`src/rtl/led16_pwm_frame.sv`:
```
// 16-lane PWM brightness generator feeding led16's ledbits.
// Duty writes land in a shadow bank that is copied to the active bank only at a period boundary.

module led16_pwm_lane #(
  parameter int DUTY_W = 8
) (
  input  logic              clk,
  input  logic              rst_n,
  input  logic              wr_en,
  input  logic              swap,
  input  logic [DUTY_W-1:0] wr_duty,
  input  logic [DUTY_W-1:0] cnt,
  output logic              led_q
);
  logic [DUTY_W-1:0] shadow_q, shadow_d;
  logic [DUTY_W-1:0] active_q, active_d;
  logic              led_d;

  always_comb begin
    shadow_d = wr_en ? wr_duty : shadow_q;
    active_d = swap ? shadow_q : active_q;
    led_d    = active_q > cnt;
  end

  always_ff @(posedge clk or negedge rst_n) begin
    if (!rst_n) begin
      shadow_q <= '0;
      active_q <= '0;
      led_q    <= 1'b0;
    end else begin
      shadow_q <= shadow_d;
      active_q <= active_d;
      led_q    <= led_d;
    end
  end
endmodule

module led16_pwm_frame #(
  parameter int DUTY_W   = 8,
  parameter int PRESCALE = 188
) (
  input  logic              clk,
  input  logic              rst_n,
  input  logic              wr_valid,
  output logic              wr_ready,
  input  logic [3:0]        wr_addr,
  input  logic [DUTY_W-1:0] wr_duty,
  input  logic              commit,
  output logic              swap_pending,
  output logic              period_start,
  output logic [15:0]       ledbits
);
  localparam int NUM_LANES = 16;
  localparam int PS_W      = (PRESCALE > 1) ? $clog2(PRESCALE) : 1;
  localparam logic [PS_W-1:0]   PS_LAST  = PS_W'(PRESCALE - 1);
  // Period is 2^DUTY_W-1 steps, so the last step index is 2^DUTY_W-2.
  localparam logic [DUTY_W-1:0] CNT_LAST = DUTY_W'((2 ** DUTY_W) - 2);

  logic [PS_W-1:0]      ps_q, ps_d;
  logic [DUTY_W-1:0]    cnt_q, cnt_d;
  logic                 pend_q, pend_d;
  logic                 pstart_q, pstart_d;
  logic                 tick, boundary, swap, wr_fire;
  logic [NUM_LANES-1:0] lane_wr;

  always_comb begin
    tick     = (ps_q == PS_LAST);
    ps_d     = tick ? '0 : ps_q + PS_W'(1);
    boundary = tick && (cnt_q == CNT_LAST);
    cnt_d    = cnt_q;
    if (tick) cnt_d = (cnt_q == CNT_LAST) ? '0 : cnt_q + DUTY_W'(1);
    swap     = boundary && pend_q;
    // A commit arriving on the boundary itself only arms the next boundary.
    pend_d   = pend_q;
    if (swap) pend_d = 1'b0;
    else if (commit && !pend_q) pend_d = 1'b1;
    pstart_d = boundary;
    wr_fire  = wr_valid && !pend_q;
    lane_wr  = '0;
    if (wr_fire) lane_wr[wr_addr] = 1'b1;
  end

  always_ff @(posedge clk or negedge rst_n) begin
    if (!rst_n) begin
      ps_q     <= '0;
      cnt_q    <= '0;
      pend_q   <= 1'b0;
      pstart_q <= 1'b0;
    end else begin
      ps_q     <= ps_d;
      cnt_q    <= cnt_d;
      pend_q   <= pend_d;
      pstart_q <= pstart_d;
    end
  end

  assign wr_ready     = !pend_q;
  assign swap_pending = pend_q;
  assign period_start = pstart_q;

  for (genvar i = 0; i < NUM_LANES; i++) begin : g_lane
    led16_pwm_lane #(.DUTY_W(DUTY_W)) u_lane (
      .clk    (clk),
      .rst_n  (rst_n),
      .wr_en  (lane_wr[i]),
      .swap   (swap),
      .wr_duty(wr_duty),
      .cnt    (cnt_q),
      .led_q  (ledbits[i])
    );
  end
endmodule

```
`config.mk`:
```
export PLATFORM = sky130hd
export DESIGN_NAME = led16_pwm_frame
export DESIGN_NICKNAME = d
export VERILOG_FILES = /design/src/rtl/led16_pwm_frame.sv
export SDC_FILE = /design/constraint.sdc
export NUM_CORES = 1
export LEC_CHECK = 0
export CAP_MARGIN = 20
export CORE_MARGIN = 1.5
export CORE_UTILIZATION = 40
export DETAILED_ROUTE_END_ITERATION = 10
export PLACE_DENSITY = 0.59
export REMOVE_ABC_BUFFERS = 1
export SLEW_MARGIN = 10
export SYNTH_ARGS = -nofsm -noshare
export SYNTH_HDL_FRONTEND = slang
export SYNTH_SLANG_ARGS = --single-unit
```
`constraint.sdc`:
```
create_clock -name clk -period 6.7 [get_ports clk]
set_input_delay 1.005 -clock clk [delete_from_list [all_inputs] [get_ports clk]]
set_output_delay 1.005 -clock clk [all_outputs]
set_load 0.02 [all_outputs]
```
==> impl_metrics.toml, run 1 <==
[routing]
routedWlPerCell_microns = 19.36
wirelength_microns = 29740
route.antenna.remaining_nets = 0
drc = 0
via_count = 7969
first_pass_iters = 4
dr.first_iter.drc_count = 297
avgViaCountPerCell = 5.188

[layout]
layout_common_cells = "dfrtp_1 (290), mux2_2 (147), ha_1 (131), mux2_4 (109), a21oi_1 (47)"
diodes = 0
fillers = 3186
final_common_cell = "dfrtp_1"
final_net_count = 1203
area_growth_pct = 11.63
drive_gt1_frac = 0.3051

[synthesis]
netlist.area_leader.share = 0.5067
synthesis.instances = 1017
async_reset_ff_frac = 1.000
ys_ff_latch = 290
synthFlopType = "dfrtp_1"
synth.distinct_cells = 43
yosysWarnings = 0
syn_area_sq_mm = 0.01432
seq_area_frac_synth = 0.5067
post-synth-top-area-cell = "dfrtp_1"
synth-edff-count = 0
yosys-top-cells-area = "dfrtp_1 (51%), mux2_2 (12%), ha_1 (11%), mux2_4 (11%), a21oi_1 (1.6%)"
syn_avg_cell_area_sq_um = 14.08

[timing]
fin_setup_tns_ps = 0
hold_violations = 0
slew_viol_final = 0
rsz0062_at_grt = "no"
max_freq_mhz = 313.7
slew_headroom = 0.2324
worst_pin_slew_ps = 1148
min_period_ps = 3187
period_share = 0.4757
timing.final.ws_setup_ps = 3513
setup-violations-final = 0
skew_ps = 8.155

[worst_hold_path]
hold_class = "primary input to async pin"

[critical_path]
end_kind = "flip-flop"
cp_max_fo = 66
cpMaxStageDelayCell = "nor4_4"
required_ps = 7140
endpoint = "g_lane[3].u_lane.active_q[6]"
cp_slowest_stage_delay_ps = 710
path_cells = "ha_1 > nand3_1 > nor4_4 > nand2_8 > buf_4 > mux2_4"
startpoint_type = "flip-flop"
timing.rr.end = "g_lane[3].u_lane.active_q[6]"
rrSetupSlack_ps = 3510
cp.arrival_ps = 3630
cp-startpoint = "ps_q[0]"
rr_startpoint = "ps_q[0]"
crit_type = "flip-flop to flip-flop"
reg2regPathDepth = 6

[die]
chipWidth_microns = 192.2
core.rowCount = 69
core_area_sq_mm = 0.03540
die_h_microns = 192.2
initial_core_util = 0.4046
fp.dieArea_sq_mm = 0.03695
io_pins = 35

[outcome]
status = "finished, final reports clean"

[clocking]
cts.reportedPaths.clkPinSlew_ps = 60
ctsHtreeMaxLevel = 1
cts_hold_buf = 0
post-cts-setup-buffer-count = 0
tritoncts = "done"
cts.root.buffer_cell = "clkbuf_16"
clockBufferDepth = 3
clock_latency_ps = 560
cts.sinks = 290
cts_resized = 0
cts_buffers = 31

[placement]
hpwl_microns = 17410
port_buffers = 34
gp_congestion = 0.7219
pre_cts_ws_ps = 3107

[flow_run]
maxCapViolations = 0

[grt]
antenna_found_initial = 1
grt_pass1_wl_microns = 47290
overflow = 0
grt_max_degree = 170
grt_pass1_vias = 8165
grt_use_total = 0.1674

[pwr]
powerDensity_mw_per_mm2 = 220.0
ir_worst_vdd_uv = 175.3
leakagePower_uw = 0.008205
-- cell usage after synthesis (2+ instances only) --
cell type,instances
dfrtp_1,290
mux2i_1,16
nor4bb_1,3
mux2_4,109
buf_6,2
buf_4,16
o21ai_0,32
nand4_1,34
o22ai_1,2
a31o_2,2
o21a_1,16
nand2_1,31
buf_2,2
nor2_1,30
buf_12,10
mux2_2,147
inv_1,26
nand3_1,6
xor2_1,4
and3_1,4
and2_1,2
a211oi_1,2
ha_1,131
a21oi_1,47
xnor2_1,5
clkbuf_1,12
nor3b_2,2
nor2b_1,19
-- routing by layer --
layer,track usage,routed length (microns)
met4,0.03309,470
met2,0.2734,13890
met5,0,0
met3,0.02284,1108
met1,0.2373,14280
-- state kept, by name, indices dropped and copies added, names as in the netlist --
register and flops:
cnt_q 8, g_lane.u_lane.active_q 128, g_lane.u_lane.led_q 16, g_lane.u_lane.shadow_q 128, period_start 1, ps_q 8, swap_pending 1
-- through the flow --
stage                     std cells  area, sq um  hold WS [ps]  total power [uW]  utilization
after global placement         1479        14930         472.9              1910       0.4218
after floorplan                 973        13900         447.9              1835            -
final                          1536        15990         345.9              3517       0.4516
after detailed placement       1480        14960         477.1              1913       0.4226
after CTS                      1532        15920         345.0              3573       0.4499
after global routing           1536        15990         371.7              3646       0.4516
-- how the worst min path moves through the flow --
stage / slack, ps / cells after the start / from / endpoint
2_1_floorplan: 450 / 1 / ps_q[0] / ps_q[0]
3_3_place_gp: 470 / 1 / ps_q[0] / ps_q[0]
3_5_place_dp: 480 / 1 / ps_q[0] / ps_q[0]
4_1_cts: 340 / 1 / rst_n / ps_q[6]
5_1_grt: 370 / 1 / rst_n / ps_q[2]
6_report: 350 / 1 / rst_n / ps_q[2]
-- cell families after synthesis --
logic type               after synthesis  share of synthesized area
buffers and inverters                 70                    0.03599
multiplexers                         272                     0.2410
XOR/XNOR                               9                   0.005504
AND/OR/NAND/NOR                      140                    0.05504
AO/OA/AOI/OAI                        105                    0.04124
flip-flops                           290                     0.5067
adder cells (fa/ha/maj)              131                     0.1145
-- power breakdown --
part           switching, uW  total [uW]  internal (uW)
Clock                    684        1640            955
Sequential              10.1        1780           1770
Combinational           65.7        94.5           28.8
Total                    760        3520           2760
-- critical path: cells and delay by family, from the launching register on --
| kind | cells | cell delay [ps] |
|---|---|---|
| simple gates | 3 | 1420 |
| buf+inv | 1 | 550 |
| flops | 1 | 380 |
| mux | 1 | 370 |
| fa+ha+maj | 1 | 230 |
-- final cells by class --
class	count	area (sq um)	share of cell area
tap	461	576.8	0.03608
clock inverter	9	76.32	0.004774
multi-input combinational	657	6558	0.4102
clock buffer	43	890.9	0.05573
timing repair buffer	50	530.5	0.03318
inverter	26	97.59	0.006105
sequential	290	7257	0.4539
(Power assumes the default switching activity.)
==> run 2, diff against run 1 <==
==> constraint.sdc (replaced) <==
create_clock -name clk -period 3.1 [get_ports clk]
set_input_delay 0.465 -clock clk [delete_from_list [all_inputs] [get_ports clk]]
set_output_delay 0.465 -clock clk [all_outputs]
set_load 0.02 [all_outputs]
==> run 2 against run 1 <==
  * Cell count rose by 1.7%
  * Register-to-register slack got worse by 2800 ps
  * Count of clock-buffer cells in the layout increased by 6
  * Global-route usage rose by 0.43 points
  * Clock skew is 5.5 ps higher
  * Fmax increased by 35%
  * Critical path type unchanged
  * Clock power rose to 2.6 times the previous value
  * Critical endpoint is now g_lane[13].u_lane.active_q[5]
  * Critical path depth is the same
  * Via count up 0.46%
==> impl_metrics.toml, run 2 (synthesis results as in run 1) <==
[outcome]
status = "finished, final reports clean"

[timing]
period_share = 0.7612
min_period_ps = 2360
timing.final.ws_setup_ps = 740.3
setup-violations-final = 0
rsz0062_at_grt = "no"
worst_pin_slew_ps = 883.7
slew_headroom = 0.4102
max_freq_mhz = 423.8
slew_viol_final = 0
fin_setup_tns_ps = 0
hold_violations = 0
skew_ps = 13.64

[clocking]
ctsHtreeMaxLevel = 2
cts_buffers = 34
cts_hold_buf = 0
clockBufferDepth = 3
tritoncts = "done"
cts.reportedPaths.clkPinSlew_ps = 60
clock_latency_ps = 500
cts.sinks = 290
post-cts-setup-buffer-count = 0
cts.root.buffer_cell = "clkbuf_16"
cts_resized = 0

[layout]
final_area_sq_mm = 0.01638
layout_common_cells = "dfrtp_1 (290), mux2_2 (147), ha_1 (131), mux2_4 (109), a21oi_1 (47)"
multi_input_area_sq_mm = 0.006558
reg.largest.list = "g_lane.u_lane.active_q x128, g_lane.u_lane.shadow_q x128, g_lane.u_lane.led_q x16"
fillers = 3137
area_growth_pct = 14.37
final_common_cell = "dfrtp_1"
diodes = 0
ff_latch_area_sq_mm = 0.007257
final_net_count = 1222
drive_gt1_frac = 0.3243

[routing]
first_pass_iters = 4
via_count = 8006
drc = 0
routed.top_layer = "met4"
dr.first_iter.drc_count = 283
wirelength_met1_microns = 15050
route.antenna.remaining_nets = 0
avgViaCountPerCell = 5.125
wl_met3_microns = 911
wirelength_microns = 30150
wl_met2_microns = 13720
routedWlPerCell_microns = 19.30

[worst_hold_path]
hold_class = "primary input to async pin"

[grt]
grt_max_degree = 99
overflow = 0
grt_use_total = 0.1717
antenna_found_initial = 0
grt_pass1_vias = 8369
grt_pass1_wl_microns = 48220

[pwr]
p_seq_frac = 0.467
p_total_uw = 8260
powerDensity_mw_per_mm2 = 504.3
pwr-share-clk = 0.507
p_int_uw = 6484
leakagePower_uw = 0.008397
power_frac_comb = 0.026
p_switching_uw = 1775
ir_worst_vdd_uv = 352.7
swShare = 0.2150

[critical_path]
end_kind = "flip-flop"
cp_slowest_stage_delay_ps = 480
cp_max_fo = 32
crit_family = "simple AND/OR/NAND/NOR gates"
path_buf_inv = 1
timing.rr.end = "g_lane[13].u_lane.active_q[5]"
rrSetupSlack_ps = 740
startpoint_type = "flip-flop"
path_cells = "ha_1 > nand3_1 > nor4_4 > nand2_8 > buf_12 > mux2_4"
crit_type = "flip-flop to flip-flop"
required_ps = 3480
reg2regPathDepth = 6
rr_startpoint = "ps_q[0]"
cpMaxStageDelayCell = "nor4_4"
cp.arrival_ps = 2740

[placement]
pre_cts_ws_ps = 513.6
postPlaceCellArea_sq_mm = 0.01517
hpwl_microns = 18360
port_buffers = 34
gp_congestion = 0.7336

[die]
die_h_microns = 192.2
chipWidth_microns = 192.2
core_area_sq_mm = 0.03540
fp.dieArea_sq_mm = 0.03695
core.rowCount = 69
initial_core_util = 0.4046
io_pins = 35

[flow_run]
maxCapViolations = 0
## run 2: worst max path at each step
stage	depth (start not counted)	end	from
after floorplan	6	g_lane[0].u_lane.active_q[0]	cnt_q[0]
after global placement	4	g_lane[13].u_lane.shadow_q[5]	wr_addr[2]
after detailed placement	4	g_lane[13].u_lane.shadow_q[3]	wr_addr[2]
after CTS	6	g_lane[13].u_lane.active_q[5]	ps_q[0]
after global routing	6	g_lane[13].u_lane.active_q[4]	ps_q[0]
final	6	g_lane[13].u_lane.active_q[5]	ps_q[0]
## run 2: power by group through the flow
stage | logic [uW] | registers [uW] | clock network (uW)
4_1_cts | 226 | 3850 | 4310
6_report | 215 | 3850 | 4190
3_5_place_dp | 225 | 3920 | 0
2_1_floorplan | 47.2 | 3920 | 0
3_3_place_gp | 222 | 3920 | 0
5_1_grt | 241 | 3860 | 4470
## run 2: layout make-up
class / instances / share of cell area
well taps: 461 / 0.03521
flip-flops and latches: 290 / 0.4431
clock buffers: 49 / 0.06539
inverters: 26 / 0.005958
repair buffers: 66 / 0.04186
multi-input cells: 657 / 0.4004
clock inverters: 13 / 0.008174
## run 2: stage by stage
step | std cells | hold WS [ps] | utilization
3_5_place_dp | 1500 | 485.0 | 0.4287
5_1_grt | 1562 | 84.24 | 0.4627
2_1_floorplan | 973 | 169.4 | -
3_3_place_gp | 1500 | 475.2 | 0.4287
6_report | 1562 | 20.87 | 0.4627
4_1_cts | 1562 | 52.34 | 0.4627
## run 2: routing by layer
metal  vias to the layer above  GRT usage
met5                         -          0
met4                         0    0.03787
met3                        32    0.02777
met2                        84     0.2752
met1                      4102     0.2438
li1                       3788          -
